$ cat src/rtl/sonar_ping_ctrl.sv
// Sonar ping sequencer: TX burst, receiver blanking, then a debounced echo listen window.
// Reports time-of-flight with a done pulse, a held result and a sticky IRQ.
module sonar_ping_ctrl #(
    parameter int CNT_W = 16,
    parameter int DEB   = 4
) (
    input  logic             clk,
    input  logic             rst,
    input  logic             start,
    input  logic             abort,
    input  logic [CNT_W-1:0] tx_len,
    input  logic [CNT_W-1:0] blank_len,
    input  logic [CNT_W-1:0] listen_len,
    input  logic             echo_i,
    input  logic             irq_clr,
    output logic             tx_en_o,
    output logic             rx_en_o,
    output logic             busy_o,
    output logic             done_o,
    output logic             hit_o,
    output logic [CNT_W-1:0] tof_o,
    output logic             irq_o
);
    // state  | meaning
    // IDLE   | waiting for start
    // TX     | transmit burst, tx_len cycles
    // BLANK  | receiver enabled, echo ignored, blank_len cycles
    // LISTEN | debounced echo search, listen_len cycles max
    // DONE   | one-cycle result pulse
    typedef enum logic [2:0] {S_IDLE, S_TX, S_BLANK, S_LISTEN, S_DONE} state_t;

    localparam int DEB_W = $clog2(DEB + 1);
    localparam logic [DEB_W-1:0] DEB_MAX = DEB_W'(DEB);

    state_t           state, state_nx;
    logic [CNT_W-1:0] tx_s, blank_s, listen_s;
    logic [CNT_W-1:0] cnt, cnt_ld;
    logic             load_cnt;
    logic [CNT_W-1:0] lcnt;
    logic [DEB_W-1:0] deb;
    logic             hit_now;
    logic             res_hit;
    logic [CNT_W-1:0] res_tof;

    assign hit_now = echo_i && (deb == DEB_MAX - DEB_W'(1));

    always_ff @(posedge clk) begin
        if (rst) state <= S_IDLE;
        else     state <= state_nx;
    end

    always_comb begin
        state_nx = state;
        load_cnt = 1'b0;
        cnt_ld   = '0;
        res_hit  = 1'b0;
        res_tof  = '0;
        case (state)
            S_IDLE: begin
                if (start) begin
                    if (tx_len != '0) begin
                        state_nx = S_TX;
                        load_cnt = 1'b1;
                        cnt_ld   = tx_len;
                    end else if (blank_len != '0) begin
                        state_nx = S_BLANK;
                        load_cnt = 1'b1;
                        cnt_ld   = blank_len;
                    end else if (listen_len != '0) begin
                        state_nx = S_LISTEN;
                    end else begin
                        state_nx = S_DONE;
                    end
                end
            end
            S_TX: begin
                if (cnt == CNT_W'(1)) begin
                    if (blank_s != '0) begin
                        state_nx = S_BLANK;
                        load_cnt = 1'b1;
                        cnt_ld   = blank_s;
                    end else if (listen_s != '0) begin
                        state_nx = S_LISTEN;
                    end else begin
                        state_nx = S_DONE;
                    end
                end
            end
            S_BLANK: begin
                if (cnt == CNT_W'(1))
                    state_nx = (listen_s != '0) ? S_LISTEN : S_DONE;
            end
            S_LISTEN: begin
                // hit is checked first so it wins over a same-cycle timeout
                if (hit_now) begin
                    state_nx = S_DONE;
                    res_hit  = 1'b1;
                    res_tof  = lcnt - CNT_W'(DEB - 1);
                end else if (lcnt == listen_s - CNT_W'(1)) begin
                    state_nx = S_DONE;
                end
            end
            S_DONE:  state_nx = S_IDLE;
            default: state_nx = S_IDLE;
        endcase
        if (abort) state_nx = S_IDLE;
    end

    always_comb begin
        tx_en_o = 1'b0;
        rx_en_o = 1'b0;
        busy_o  = 1'b1;
        done_o  = 1'b0;
        case (state)
            S_IDLE:   busy_o  = 1'b0;
            S_TX:     tx_en_o = 1'b1;
            S_BLANK:  rx_en_o = 1'b1;
            S_LISTEN: rx_en_o = 1'b1;
            S_DONE:   done_o  = 1'b1;
            default:  busy_o  = 1'b0;
        endcase
    end

    always_ff @(posedge clk) begin
        if (rst) begin
            tx_s     <= '0;
            blank_s  <= '0;
            listen_s <= '0;
            cnt      <= '0;
            lcnt     <= '0;
            deb      <= '0;
            hit_o    <= 1'b0;
            tof_o    <= '0;
            irq_o    <= 1'b0;
        end else begin
            if (state == S_IDLE && start && !abort) begin
                tx_s     <= tx_len;
                blank_s  <= blank_len;
                listen_s <= listen_len;
            end
            if (load_cnt)       cnt <= cnt_ld;
            else if (cnt != '0) cnt <= cnt - CNT_W'(1);
            if (state_nx == S_LISTEN && state != S_LISTEN) begin
                lcnt <= '0;
                deb  <= '0;
            end else if (state == S_LISTEN) begin
                lcnt <= lcnt + CNT_W'(1);
                if (!echo_i)             deb <= '0;
                else if (deb != DEB_MAX) deb <= deb + DEB_W'(1);
            end
            // DONE is only ever entered from a non-DONE state, so this fires once per result
            if (state_nx == S_DONE) begin
                hit_o <= res_hit;
                tof_o <= res_tof;
            end
            if (state == S_DONE) irq_o <= 1'b1;
            else if (irq_clr)    irq_o <= 1'b0;
        end
    end
endmodule
$ cat config.mk
export PLATFORM = sky130hd
export DESIGN_NAME = sonar_ping_ctrl
export DESIGN_NICKNAME = d
export VERILOG_FILES = /design/src/rtl/sonar_ping_ctrl.sv
export SDC_FILE = /design/constraint.sdc
export NUM_CORES = 1
export LEC_CHECK = 0
export CAP_MARGIN = 20
export CORE_MARGIN = 3
export CORE_UTILIZATION = 51
export DETAILED_ROUTE_END_ITERATION = 12
export PLACE_DENSITY = 0.77
export SLEW_MARGIN = 20
export SYNTH_ARGS = -nofsm -noshare
export SYNTH_HDL_FRONTEND = slang
export SYNTH_SLANG_ARGS = --single-unit
$ cat constraint.sdc
create_clock -name clk -period 5.7 [get_ports clk]
set_input_delay 0.57 -clock clk [delete_from_list [all_inputs] [get_ports clk]]
set_output_delay 0.57 -clock clk [all_outputs]
set_load 0.03 [all_outputs]
# Word level (Yosys, flattened, before mapping)
# Cells that the tools add are included.
word_totals:
  reg_bits: 88
  input_bits: 54
  out_inout_bits: 22
  wordCells: 82
classes:
  add_sub_neg: 5
  n_eq_ne: 12
  muxes: 38
  n_reduce_logical: 18
ops:
  columns: ["cell", "count"]
  rows:
  - ["2-to-1 mux 16 bit", 9]
  - ["nonzero test 16 bit", 6]
  - ["2-to-1 mux 3 bit", 13]
  - ["case mux 16 bit (2 select lines)", 1]
  - ["subtractor 16 x 1 -> 16 bit, second input constant", 2]
  - ["adder 16 x 1 -> 16 bit, second input constant", 1]
  - ["== test 16 x 1 -> 1 bit, second input constant", 1]
  - ["== test 16 bit", 1]
  - ["subtractor 16 x 2 -> 16 bit, second input constant", 1]
  - ["2-to-1 mux 1 bit", 13]
  - ["== test 3 x 2 -> 1 bit, second input constant", 4]
  - ["case mux 3 bit (4 select lines)", 1]
  - ["== test 3 bit, second input constant", 2]
  - ["logical AND 1 bit", 4]
  - ["nonzero test 2 bit", 2]
  - ["OR reduction 2 bit", 2]
  - ["OR reduction 4 bit", 1]
  - ["adder 3 x 1 -> 3 bit, second input constant", 1]
  - ["== test 3 x 1 -> 1 bit, second input constant", 1]
  - ["logical NOT 3 bit", 1]
  - ["inequality test 3 x 2 -> 1 bit, second input constant", 1]
  - ["inequality test 3 bit, second input constant", 1]
  - ["inequality test 2 x 1 -> 1 bit, second input constant", 1]
  - ["case mux 1 bit (2 select lines)", 1]
  - ["other kinds (2)", 2]

# Depth between registers and ports, before layout
# Gate-level depths: netlist (run 1).
depth:
  word_depth: 10
  mapped_depth: 11
  depth_no_buf: 9

# Least setup slack after synthesis (run 1)
# No wires, ideal clock.
synth_path:
  path_kind: "flip-flop to flip-flop"
  start: "reg listen_s[0]"
  end: "reg tof_o[11]"
  arrival_time_ns: 2.352
  path_slack_ns: 3.224
  path_stages_with_launch: 10
  n_path_buf: 1
  period_less_slack_ns: 2.476
  path_cell_list: "dfxtp_1 > inv_1 > ha_1 > clkbuf_1 > nand2b_1 > a311o_1 > a2111oi_2 > o2111ai_4 > a21oi_4 > o21ai_1"
synth_via:
  elab_chain_cells: 7
  word_cells_on_any_way: 12
synth_rtl:
  columns: ["item", "line_no", "rtl"]
  rows:
  - ["start, declared", "36", "logic [CNT_W-1:0] tx_s, blank_s, listen_s;"]
  - ["start signal, assigned", "139", "listen_s <= listen_len;"]
  - ["subtractor 16 x 1 -> 16 bit / nonzero test 16 bit (equally long branches)", "99, 82, 91", null]
  - ["== test 16 bit / 2-to-1 mux 3 bit (equally long branches)", "99, 82, 91", null]
  - ["2-to-1 mux 3 bit (on tied branches)", "99, 78", null]
  - ["2-to-1 mux 3 bit (on tied branches)", "95, 77", null]
  - ["case mux 3 bit (4 select lines) *", "58", "case (state)"]
  - ["2-to-1 mux 3 bit *", "106", "if (abort) state_nx = S_IDLE;"]
  - ["== test 3 bit *", "152", "if (state_nx == S_DONE) begin"]
  - ["end signal, assigned", "154", "tof_o <= res_tof;"]
  - ["end, declared", "21", "output logic [CNT_W-1:0] tof_o,"]
# Mark *: on every way between the ends. The rest lies on a longest branch, timed or not.
# A chain may end at the register's enable or synchronous reset.

# Worst setup path after layout (run 1)
layout_path:
  start: "reg cnt[8]"
  end: "reg lcnt[2]"
layout_via:
  elab_chain_cells: 7
  word_cells_on_any_way: 8
layout_rtl:
  columns: ["item", "line_no", "rtl"]
  rows:
  - ["start, declared", "37", "logic [CNT_W-1:0] cnt, cnt_ld;"]
  - ["start signal, assigned", "141", "if (load_cnt) cnt <= cnt_ld;"]
  - ["start signal, assigned", "142", "else if (cnt != '0) cnt <= cnt - CNT_W'(1);"]
  - ["== test 16 x 1 -> 1 bit *", "77, 90", null]
  - ["2-to-1 mux 3 bit (on tied branches)", "90, 77", null]
  - ["case mux 3 bit (4 select lines) *", "58", null]
  - ["2-to-1 mux 3 bit *", "106", null]
  - ["== test 3 x 2 -> 1 bit *", "143", "if (state_nx == S_LISTEN && state != S_LISTEN) begin"]
  - ["logical AND 1 bit *", "143", null]
  - ["OR reduction 2 bit (no source line) *", null, null]
  - ["end signal, assigned", "147", "lcnt <= lcnt + CNT_W'(1);"]
  - ["end, declared", "39", "logic [CNT_W-1:0] lcnt;"]
# Marks and branches as above.

==> results by group, run 1 <==
Run status
  – Outcome: finished, final reports clean

Synth
  – Synthesized flop and latch total: 88
  – FFs w/ async S/R, synth: 0
  – Ys Warns: 0
  – Syn Area/Cell: 7.62 um2
  – Syn_nets: 711
  – Cells after Synth: between 600 and 700
  – Synthesized area: around 0.0050 mm2
  – Most common flop cell mapped by yosys: dfxtp_1
  – EDFF count, synth: 0
  – Register area share after synthesis: 0.356
  – Distinct cells, synth: 61

Floorplan
  – Die width: approximately 100 um
  – Row count: 35
  – Height of the die: around 100 um
  – I/O pins: between 70 and 80
  – Core ar.: approximately 0.0093 mm2
  – Starting Density: 0.531
  – DIE AREA: roughly 0.011 mm2

Cells and area
  – Area growth syn-to-layout: 19.4%
  – Layout Nets: 757
  – Most frequent cells in the layout: nand2_1, dfxtp_1, nor2_1, clkdlybuf4s50_1, a21oi_1
  – Number of diodes: 0
  – Fraction of layout cells with a size suffix above 1: 0.0528
  – Design area: ~0.0059 mm2
  – Final Core Density: 0.634
  – # fillers: approximately 880
  – Commonest non-fill, non-tap cell in the layout: nand2_1
  – Non-Filler Instances: 830

GRT
  – First-pass GRT wire length: approximately 22000 um
  – Total grt overflow: 0
  – Initial antenna violation count: 0
  – Total global routing track utilization: 0.241
  – Pin count of the biggest net entering global routing: 60
  – Vias in the first global route: about 4600

Pwr
  – Switching Fraction: 0.297
  – Max IR drop VDD: about 120 uV
  – Combinational power share: 0.199
  – Switching power: ~0.4 mW
  – Clk network pwr share: 0.313
  – Leakage: 2.16 nW
  – Part of the power in registers: 0.488
  – P_int: around 0.97 mW
  – Pwr/cell area: between 200 and 250 mW/mm2

Setup path
  – Worst Setup Path Type: reg2reg
  – Reg-to-reg critical path endpoint: lcnt[2]$_SDFFE_PP0P_
  – Startpoint types: flip-flop
  – CP arrival: 3.43 ns
  – Top delay family on crit path: simple AND/OR/NAND/NOR gates
  – Crit-path max cell delay: between 0.6 and 0.7 ns
  – Crit-path cells: nor4_1 -> nand2_1 -> nor2_1 -> and3_1 -> o32a_1 -> a31o_1 -> nor3_1
  – R2R cell count: 7
  – Required @ worst endpoint: around 6 ns
  – R2R setup slack: between 2 and 2.5 ns
  – Endpoint class of the critical path: flip-flop
  – Slowest CP cell: and3_1
  – Critical path buffer and inverter count: 0
  – Crit-path max FO: 20
  – Reg-to-Reg Start: cnt[8]$_SDFFE_PP0P_

Clock network
  – Post-cts sizing count: 0
  – H-Tree Depth: 3
  – Clock sink count: 88
  – Hold Buf Count CTS: 0
  – Inserted Clock Buffers: 9
  – Root Buffer: clkbuf_8
  – Clk buf depth: 2
  – TritonCTS clock tree: built
  – Clk_lat worst skew: between 0.3 and 0.4 ns
  – Post-CTS Setup Repair Bufs: 0
  – Clk slew on worst S/H paths: roughly 0.09 ns

STA
  – Peak Freq: ~310 MHz
  – Clk_skew: ~0.0058 ns
  – Setup ws final: between 2 and 2.5 ns
  – Worst-Margin Slew: approximately 1.1 ns
  – Unrepaired setup endpoints after global routing: no
  – Final Cycle Share: 0.562
  – Slew Viols, Final: 0
  – Final setup vio count: 0
  – Final hold violations: 0
  – Tmin final: between 3 and 4 ns
  – Max-slew headroom: 0.291
  – Final setup TNS: 0 ns

Min path
  – Worst hold path depth: 2
  – Hold Path End: tof_o[11]$_SDFFE_PP0N_
  – Hold_sp: tof_o[11]$_SDFFE_PP0N_
  – Worst hold path type: reg2reg

Routing
  – WL/cell: ~16 um
  – Met2 wire length: between 6000 and 7000 um
  – M1 WL: slightly below 6000 um
  – Met3 wire length: roughly 850 um
  – Remaining DRCs: 0
  – Final ANT Viol Nets: 0
  – Top routing layer in use: met4
  – Via density: a little under 6
  – First-pass iteration count of the detailed router: 5
  – Total number of vias: 4821
  – Iter 0 DRT Violations: around 290
  – DRT Wirelength: approximately 13000 um

Placement
  – Placer congestion estimate: between 0.9 and 1
  – Placement Cell Area: ~0.0057 mm2
  – Detail Placement HPWL: 9890 um
  – Dpl cells: roughly 800
  – Setup WS pre-CTS: about 2.2 ns
  – Port bufs: 75

Job
  – Max-Cap Viols: 0
[worst max path at each step]
stage,start,end,slack (ns),cells past startpoint
after global routing,cnt[8]$_SDFFE_PP0P_,lcnt[9]$_SDFFE_PP0P_,2.28,7
after global placement,start,lcnt[2]$_SDFFE_PP0P_,2.30,7
after CTS,cnt[8]$_SDFFE_PP0P_,lcnt[2]$_SDFFE_PP0P_,2.53,7
after floorplan,listen_s[0]$_SDFFE_PP0P_,tof_o[11]$_SDFFE_PP0N_,3.22,9
after detailed placement,start,lcnt[2]$_SDFFE_PP0P_,2.20,7
final,cnt[8]$_SDFFE_PP0P_,lcnt[2]$_SDFFE_PP0P_,2.50,7
[synthesized netlist by cell type, types with 5 or more instances]
master / count / area [um2]
or2_2: 6 / 37.5
nor4_1: 27 / 169
or3_1: 5 / 31.3
o21ai_1: 10 / 50.1
a22oi_1: 7 / 52.6
a221oi_1: 16 / 140
a21oi_1: 64 / 320
nand3_1: 19 / 95.1
inv_1: 11 / 41.3
nand2_1: 102 / 383
nor2_1: 81 / 304
xnor2_1: 25 / 219
nand4_1: 9 / 56.3
nor3_1: 17 / 85.1
clkbuf_1: 35 / 131
dfxtp_1: 88 / 1760
nand2b_1: 19 / 119
xor2_1: 36 / 315
ha_1: 7 / 87.6
[final cells by class]
class	count	area (um2)	area share
Clock buffer	9	124	0.0209
Clock inverter	7	71.3	0.0121
Inverter	11	41.3	0.00698
Multi-Input combinational cell	509	2990	0.506
Sequential cell	88	1760	0.298
Tap cell	129	161	0.0273
Timing Repair Buffer	77	764	0.129
[worst min-delay path, stage by stage (launching register included)]
cell and delay, ns:
dfxtp_1 0.32, nand2b_1 0.06, o21ai_1 0.05
[metrics by stage]
| stage | total power [mW] | hold slack [ns] |
|---|---|---|
| 6_report | 1.38 | 0.465 |
| 3_5_place_dp | 0.955 | 0.453 |
| 4_1_cts | 1.38 | 0.468 |
| 5_1_grt | 1.45 | 0.496 |
| 3_3_place_gp | 0.947 | 0.452 |
| 2_1_floorplan | 0.863 | 0.449 |
[sequential cells by signal, summed over array words and instances, names as in the netlist]
register  cells
lcnt         16
deb           3
irq_o         1
state         3
tof_o        16
hit_o         1
blank_s      16
listen_s     16
cnt          16
[kinds of logic (layout without fill, tap and decap cells)]
| kind of cell | after synthesis | in the layout | synth area share |
|---|---|---|---|
| simple gates | 312 | 312 | 0.304 |
| buf+inv | 53 | 104 | 0.0414 |
| compound gates | 127 | 127 | 0.170 |
| xor+xnor | 61 | 61 | 0.108 |
| mux | 2 | 2 | 0.00429 |
| fa+ha+maj | 7 | 7 | 0.0177 |
| flops | 88 | 88 | 0.356 |
[power by group through the flow]
stage | registers, mW | logic (mW) | clock network (mW)
6_report | 0.673 | 0.275 | 0.432
5_1_grt | 0.679 | 0.304 | 0.464
4_1_cts | 0.673 | 0.271 | 0.435
3_5_place_dp | 0.687 | 0.269 | 0
3_3_place_gp | 0.684 | 0.262 | 0
2_1_floorplan | 0.677 | 0.186 | 0
[metal layers]
metal / vias to the layer above / global-route usage
li1: 2368 / -
met1: 2257 / 0.327
met2: 181 / 0.386
met3: 15 / 0.0556
met4: 0 / 0.0646
met5: - / 0
Power figures use the tool's default switching activity.
==> run 2, diff against run 1 <==
Settings changed: CORE_UTILIZATION 51 to 49.
Clock period 5.7 ns to 2.6 ns, I/O delays scaled along.
==> results by group, run 2 (synthesis gave the netlist of run 1 again) <==
Run status
  – Outcome: finished, final reports clean

Clock network
  – H-Tree Depth: 3 (unchanged)
  – TritonCTS clock tree: built
  – Clock sink count: 88 (unchanged)
  – Clk slew on worst S/H paths: 0.09 ns (about the same)
  – Root Buffer: clkbuf_8
  – Clk_lat worst skew: 0.36 ns (about the same)
  – Clk buf depth: 2 (unchanged)
  – Inserted Clock Buffers: 9 (unchanged)

Floorplan
  – Die width: 107 um (+1.9%)
  – DIE AREA: 0.0114 mm2 (+3.8%)
  – Height of the die: 107 um (+1.9%)
  – Row count: 36 (+2.9%)
  – Starting Density: 0.505 (-0.0266)
  – I/O pins: 76 (unchanged)
  – Core ar.: 0.00982 mm2 (+5.3%)

Routing
  – WL/cell: 16.2 um (+2.9%)
  – Total number of vias: 5010 (+3.9%)
  – Final ANT Viol Nets: 0 (unchanged)
  – Met2 wire length: 6850 um (+11%)
  – Top routing layer in use: met4
  – M1 WL: 6060 um (+2.1%)
  – Iter 0 DRT Violations: 286 (-1.0%)
  – First-pass iteration count of the detailed router: 5 (unchanged)
  – Met3 wire length: 910 um (+7.2%)
  – DRT Wirelength: 14100 um (+7.5%)
  – Via density: 5.78 (-0.51%)
  – Remaining DRCs: 0 (unchanged)

STA
  – Setup ws final: 0.0937 ns (-2.40 ns)
  – Worst-Margin Slew: 0.663 ns (-0.401 ns)
  – Final setup TNS: 0 ns (unchanged)
  – Final Cycle Share: 0.964 (+0.402)
  – Tmin final: 2.51 ns (-0.699 ns)
  – Max-slew headroom: 0.558 (+0.267)
  – Clk_skew: 0.0140 ns (+0.00821 ns)
  – Final setup vio count: 0 (unchanged)
  – Final hold violations: 0 (unchanged)
  – Peak Freq: 399 MHz (+28%)
  – Slew Viols, Final: 0 (unchanged)

Setup path
  – Worst setup endpoint: tof_o[12]$_SDFFE_PP0N_
  – CP startpoint: listen_s[9]$_SDFFE_PP0P_
  – Slowest CP cell: or4_4
  – Crit-path max FO: 9 (-55%)
  – Reg-to-reg critical path endpoint: tof_o[12]$_SDFFE_PP0N_
  – Reg-to-Reg Start: listen_s[9]$_SDFFE_PP0P_
  – Endpoint class of the critical path: flip-flop
  – Crit-path max cell delay: 0.56 ns (-0.12 ns)
  – R2R cell count: 6 (-1)
  – Required @ worst endpoint: 2.84 ns (-3.08 ns)
  – Startpoint types: flip-flop
  – R2R setup slack: 0.09 ns (-2.40 ns)
  – Worst Setup Path Type: reg2reg
  – CP arrival: 2.75 ns (-0.68 ns)
  – Crit-path cells: or3_4 -> or4_4 -> a211oi_4 -> o2111ai_4 -> a21oi_2 -> o21ai_1

Pwr
  – Combinational power share: 0.219 (+0.020)
  – Max IR drop VDD: 243 uV (+110%)
  – Part of the power in registers: 0.474 (-0.014)
  – Switching power: 0.924 mW (+130%)
  – Switching Fraction: 0.296 (-0.00182)
  – Pwr/cell area: 502 mW/mm2 (+120%)
  – P_int: 2.20 mW (+130%)
  – Leakage: 2.33 nW (+7.8%)
  – Clk network pwr share: 0.307 (-0.006)

Cells and area
  – Non-Filler Instances: 867 (+4.5%)
  – Number of diodes: 0 (unchanged)
  – Fraction of layout cells with a size suffix above 1: 0.108 (+0.0548)
  – Area growth syn-to-layout: 25.7%
  – Commonest non-fill, non-tap cell in the layout: nand2_1
  – Most frequent cells in the layout: nand2_1, dfxtp_1, nor2_1, clkdlybuf4s50_1, a21oi_1
  – Layout Nets: 790 (+4.4%)

GRT
  – Total global routing track utilization: 0.247 (+0.00563)
  – First-pass GRT wire length: 22800 um (+3.4%)
  – Total grt overflow: 0 (unchanged)
  – Vias in the first global route: 4757 (+2.7%)
  – Pin count of the biggest net entering global routing: 33 (-45%)
  – Initial antenna violation count: 0 (unchanged)

Placement
  – Port bufs: 75 (unchanged)
  – Placer congestion estimate: 0.910 (-3.6%)
  – Dpl cells: 847 (+4.2%)
  – Setup WS pre-CTS: -0.232 ns (-2.44 ns)
  – Detail Placement HPWL: 10500 um (+6.3%)

Job
  – Max-Cap Viols: 0 (unchanged)

Min path
  – Worst hold path type: in2reg
==> run 2: changes by cell type in the layout (fill, tap and decap cells not counted), sizes merged <==
cell,before,now
clkbuf,9,11
inv,12,11
a21oi,65,66
buf,3,35
clkinv,5,3
clkinvlp,0,1
==> run 2: through the flow <==
| stage | total power [mW] | hold slack (ns) | instance area (um2) | utilization |
|---|---|---|---|---|
| after floorplan | 1.89 | 0.362 | 4950 | - |
| after global placement | 2.12 | 0.453 | 5950 | 0.606 |
| after detailed placement | 2.15 | 0.453 | 5950 | 0.606 |
| after CTS | 3.09 | 0.368 | 6160 | 0.627 |
| after global routing | 3.27 | 0.413 | 6230 | 0.634 |
| final | 3.13 | 0.370 | 6230 | 0.634 |
==> run 2: layer usage <==
metal,GRT usage,vias to the layer above
met5,0,-
met4,0.0822,0
met3,0.0480,26
met2,0.411,192
met1,0.321,2362
li1,-,2430
==> run 2: worst min-delay path by stage <==
| stage | from | end | slack, ns | cells past startpoint |
|---|---|---|---|---|
| 2_1_floorplan | abort | state[0]$_SDFF_PP0_ | 0.36 | 1 |
| 3_3_place_gp | tof_o[7]$_SDFFE_PP0N_ | tof_o[7]$_SDFFE_PP0N_ | 0.45 | 2 |
| 3_5_place_dp | tof_o[8]$_SDFFE_PP0N_ | tof_o[8]$_SDFFE_PP0N_ | 0.45 | 2 |
| 4_1_cts | rst | tof_o[0]$_SDFFE_PP0N_ | 0.37 | 2 |
| 5_1_grt | rst | tof_o[5]$_SDFFE_PP0N_ | 0.41 | 2 |
| 6_report | rst | tof_o[0]$_SDFFE_PP0N_ | 0.37 | 2 |
==> run 2: worst max-delay path: cells and delay by family (launching register included) <==
kind / cells / cell delay [ns]
flops: 1 / 0.43
simple gates: 2 / 1.01
compound gates: 4 / 0.95
==> run 2: repair_timing <==
item,4_1_cts,5_1_grt
resized for setup,2,10
pin swaps,1,5
hold buffers,0,0
gates cloned,0,1
buffers inserted,0,3
setup endpoints to repair,3,41
==> run 2: area by class of cell <==
type / count / area [um2]
inverters: 11 / 41.3
fillers: 893 / 3590
clock inverters: 5 / 56.3
clock buffers: 11 / 141
well taps: 133 / 166
flip-flops and latches: 88 / 1770
repair buffers: 109 / 1010
multi-input cells: 510 / 3040
==> run 2: power by group through the flow <==
stage	combinational, mW	sequential [mW]	clock [mW]
2_1_floorplan	0.408	1.48	0
3_3_place_gp	0.625	1.50	0
3_5_place_dp	0.647	1.50	0
4_1_cts	0.655	1.47	0.964
5_1_grt	0.749	1.49	1.03
6_report	0.686	1.48	0.958
==> run 3, diff against run 2 <==
Settings changed: SKIP_CTS_REPAIR_TIMING set to 1.
==> results by group, run 3 (synthesis gave the netlist of run 1 again) <==
Run status
  – Outcome: finished, final reports clean

Clock network
  – H-Tree Depth: 3 (unchanged)
  – Clk buf depth: 2 (unchanged)
  – TritonCTS clock tree: built
  – Clock sink count: 88 (unchanged)
  – Root Buffer: clkbuf_8
  – Clk slew on worst S/H paths: 0.09 ns (about the same)
  – Clk_lat worst skew: 0.36 ns (about the same)
  – Inserted Clock Buffers: 9 (unchanged)

Cells and area
  – Layout Nets: 790 (unchanged)
  – # fillers: 897 (+0.45%)
  – Fraction of layout cells with a size suffix above 1: 0.105 (-0.00272)
  – Commonest non-fill, non-tap cell in the layout: nand2_1
  – Area growth syn-to-layout: 25.5%
  – Design area: 0.00622 mm2 (-0.10%)
  – Most frequent cells in the layout: nand2_1, dfxtp_1, nor2_1, clkdlybuf4s50_1, a21oi_1
  – Final Core Density: 0.633 (-0.000637)
  – Number of diodes: 0 (unchanged)

STA
  – Slew Viols, Final: 0 (unchanged)
  – Max-slew headroom: 0.558 (+0.000723)
  – Worst-Margin Slew: 0.662 ns (-0.00108 ns)
  – Tmin final: 2.51 ns (+0.000178 ns)
  – Final setup vio count: 0 (unchanged)
  – Final hold violations: 0 (unchanged)
  – Final Cycle Share: 0.964 (about the same)
  – Clk_skew: 0.0149 ns (+0.000888 ns)
  – Peak Freq: 399 MHz (about the same)

Setup path
  – Crit-path max FO: 9 (unchanged)
  – CP arrival: 2.75 ns (about the same)
  – Reg-to-Reg Start: listen_s[9]$_SDFFE_PP0P_
  – R2R cell count: 6 (unchanged)
  – Worst setup endpoint: tof_o[12]$_SDFFE_PP0N_
  – Required @ worst endpoint: 2.84 ns (about the same)
  – CP startpoint: listen_s[9]$_SDFFE_PP0P_
  – Startpoint types: flip-flop
  – Worst Setup Path Type: reg2reg
  – R2R setup slack: 0.09 ns (about the same)
  – Reg-to-reg critical path endpoint: tof_o[12]$_SDFFE_PP0N_
  – Endpoint class of the critical path: flip-flop

Floorplan
  – Starting Density: 0.505 (unchanged)
  – Core ar.: 0.00982 mm2 (unchanged)
  – Die width: 107 um (unchanged)
  – DIE AREA: 0.0114 mm2 (unchanged)
  – I/O pins: 76 (unchanged)
  – Height of the die: 107 um (unchanged)
  – Row count: 36 (unchanged)

GRT
  – Total global routing track utilization: 0.246 (-0.000512)
  – Pin count of the biggest net entering global routing: 33 (unchanged)
  – First-pass GRT wire length: 22800 um (-0.21%)
  – Total grt overflow: 0 (unchanged)
  – Initial antenna violation count: 0 (unchanged)
  – Vias in the first global route: 4752 (-0.11%)

Pwr
  – Leakage: 2.33 nW (about the same)
  – Max IR drop VDD: 243 uV (about the same)
  – Pwr/cell area: 502 mW/mm2 (about the same)

Routing
  – Iter 0 DRT Violations: 308 (+7.7%)
  – Remaining DRCs: 0 (unchanged)
  – WL/cell: 16.2 um (about the same)
  – Via density: 5.79 (+0.22%)
  – First-pass iteration count of the detailed router: 5 (unchanged)
  – Final ANT Viol Nets: 0 (unchanged)
  – DRT Wirelength: 14100 um (about the same)
  – Total number of vias: 5021 (+0.22%)

Placement
  – Placement Cell Area: 0.00595 mm2 (unchanged)
  – Detail Placement HPWL: 10500 um (unchanged)
  – Placer congestion estimate: 0.910 (unchanged)
  – Port bufs: 75 (unchanged)

Min path
  – Worst hold path type: in2reg

Job
  – Max-Cap Viols: 0 (unchanged)
==> run 3: through the flow <==
stage / TNS [ns] / total power, mW / instances / hold WS (ns) / setup slack (ns)
floorplan: 0 / 1.89 / 650 / 0.362 / 0.124
global placement: -2.81 / 2.12 / 847 / 0.453 / -0.153
detailed placement: -4.64 / 2.15 / 847 / 0.453 / -0.232
CTS: -0.0362 / 3.09 / 863 / 0.368 / -0.0146
global route: -0.0104 / 3.26 / 867 / 0.413 / -0.00656
finish: 0 / 3.12 / 867 / 0.381 / 0.0935
==> run 3: layer usage <==
| layer | global-route usage | up-vias | share of wire |
|---|---|---|---|
| met3 | 0.0480 | 32 | 0.071 |
| met5 | 0 | - | 0 |
| met1 | 0.320 | 2348 | 0.42 |
| li1 | - | 2434 | - |
| met2 | 0.411 | 207 | 0.48 |
| met4 | 0.0795 | 0 | 0.022 |
==> run 3: how the worst min path moves through the flow <==
stage	startpoint	endpoint	cells past startpoint
floorplan	abort	state[0]$_SDFF_PP0_	1
global placement	tof_o[7]$_SDFFE_PP0N_	tof_o[7]$_SDFFE_PP0N_	2
detailed placement	tof_o[8]$_SDFFE_PP0N_	tof_o[8]$_SDFFE_PP0N_	2
CTS	rst	tof_o[0]$_SDFFE_PP0N_	2
global route	rst	tof_o[5]$_SDFFE_PP0N_	2
finish	rst	tof_o[0]$_SDFFE_PP0N_	2
==> run 3: layout make-up <==
type                            instances  area [um2]  area share
Inverter                               11        41.3     0.00664
Clock buffer                           11         141      0.0227
Multi-Input combinational cell        510        3040       0.488
Timing Repair Buffer                  109        1010       0.163
Clock inverter                          5        56.3     0.00905
Sequential cell                        88        1770       0.284
Tap cell                              133         166      0.0268
==> run 3: critical path, stage by stage (launching register included) <==
cell	delay, ns
dfxtp_1	0.42
or3_1	0.48
or4_4	0.57
a211oi_4	0.30
o2111ai_4	0.22
a21oi_2	0.29
o21ai_1	0.11
==> run 3: power by group <==
group	total (mW)	switching, mW	internal (mW)
Sequential	1.48	0.0750	1.41
Clock	0.956	0.487	0.470
Combinational	0.685	0.361	0.324
Total	3.12	0.923	2.20
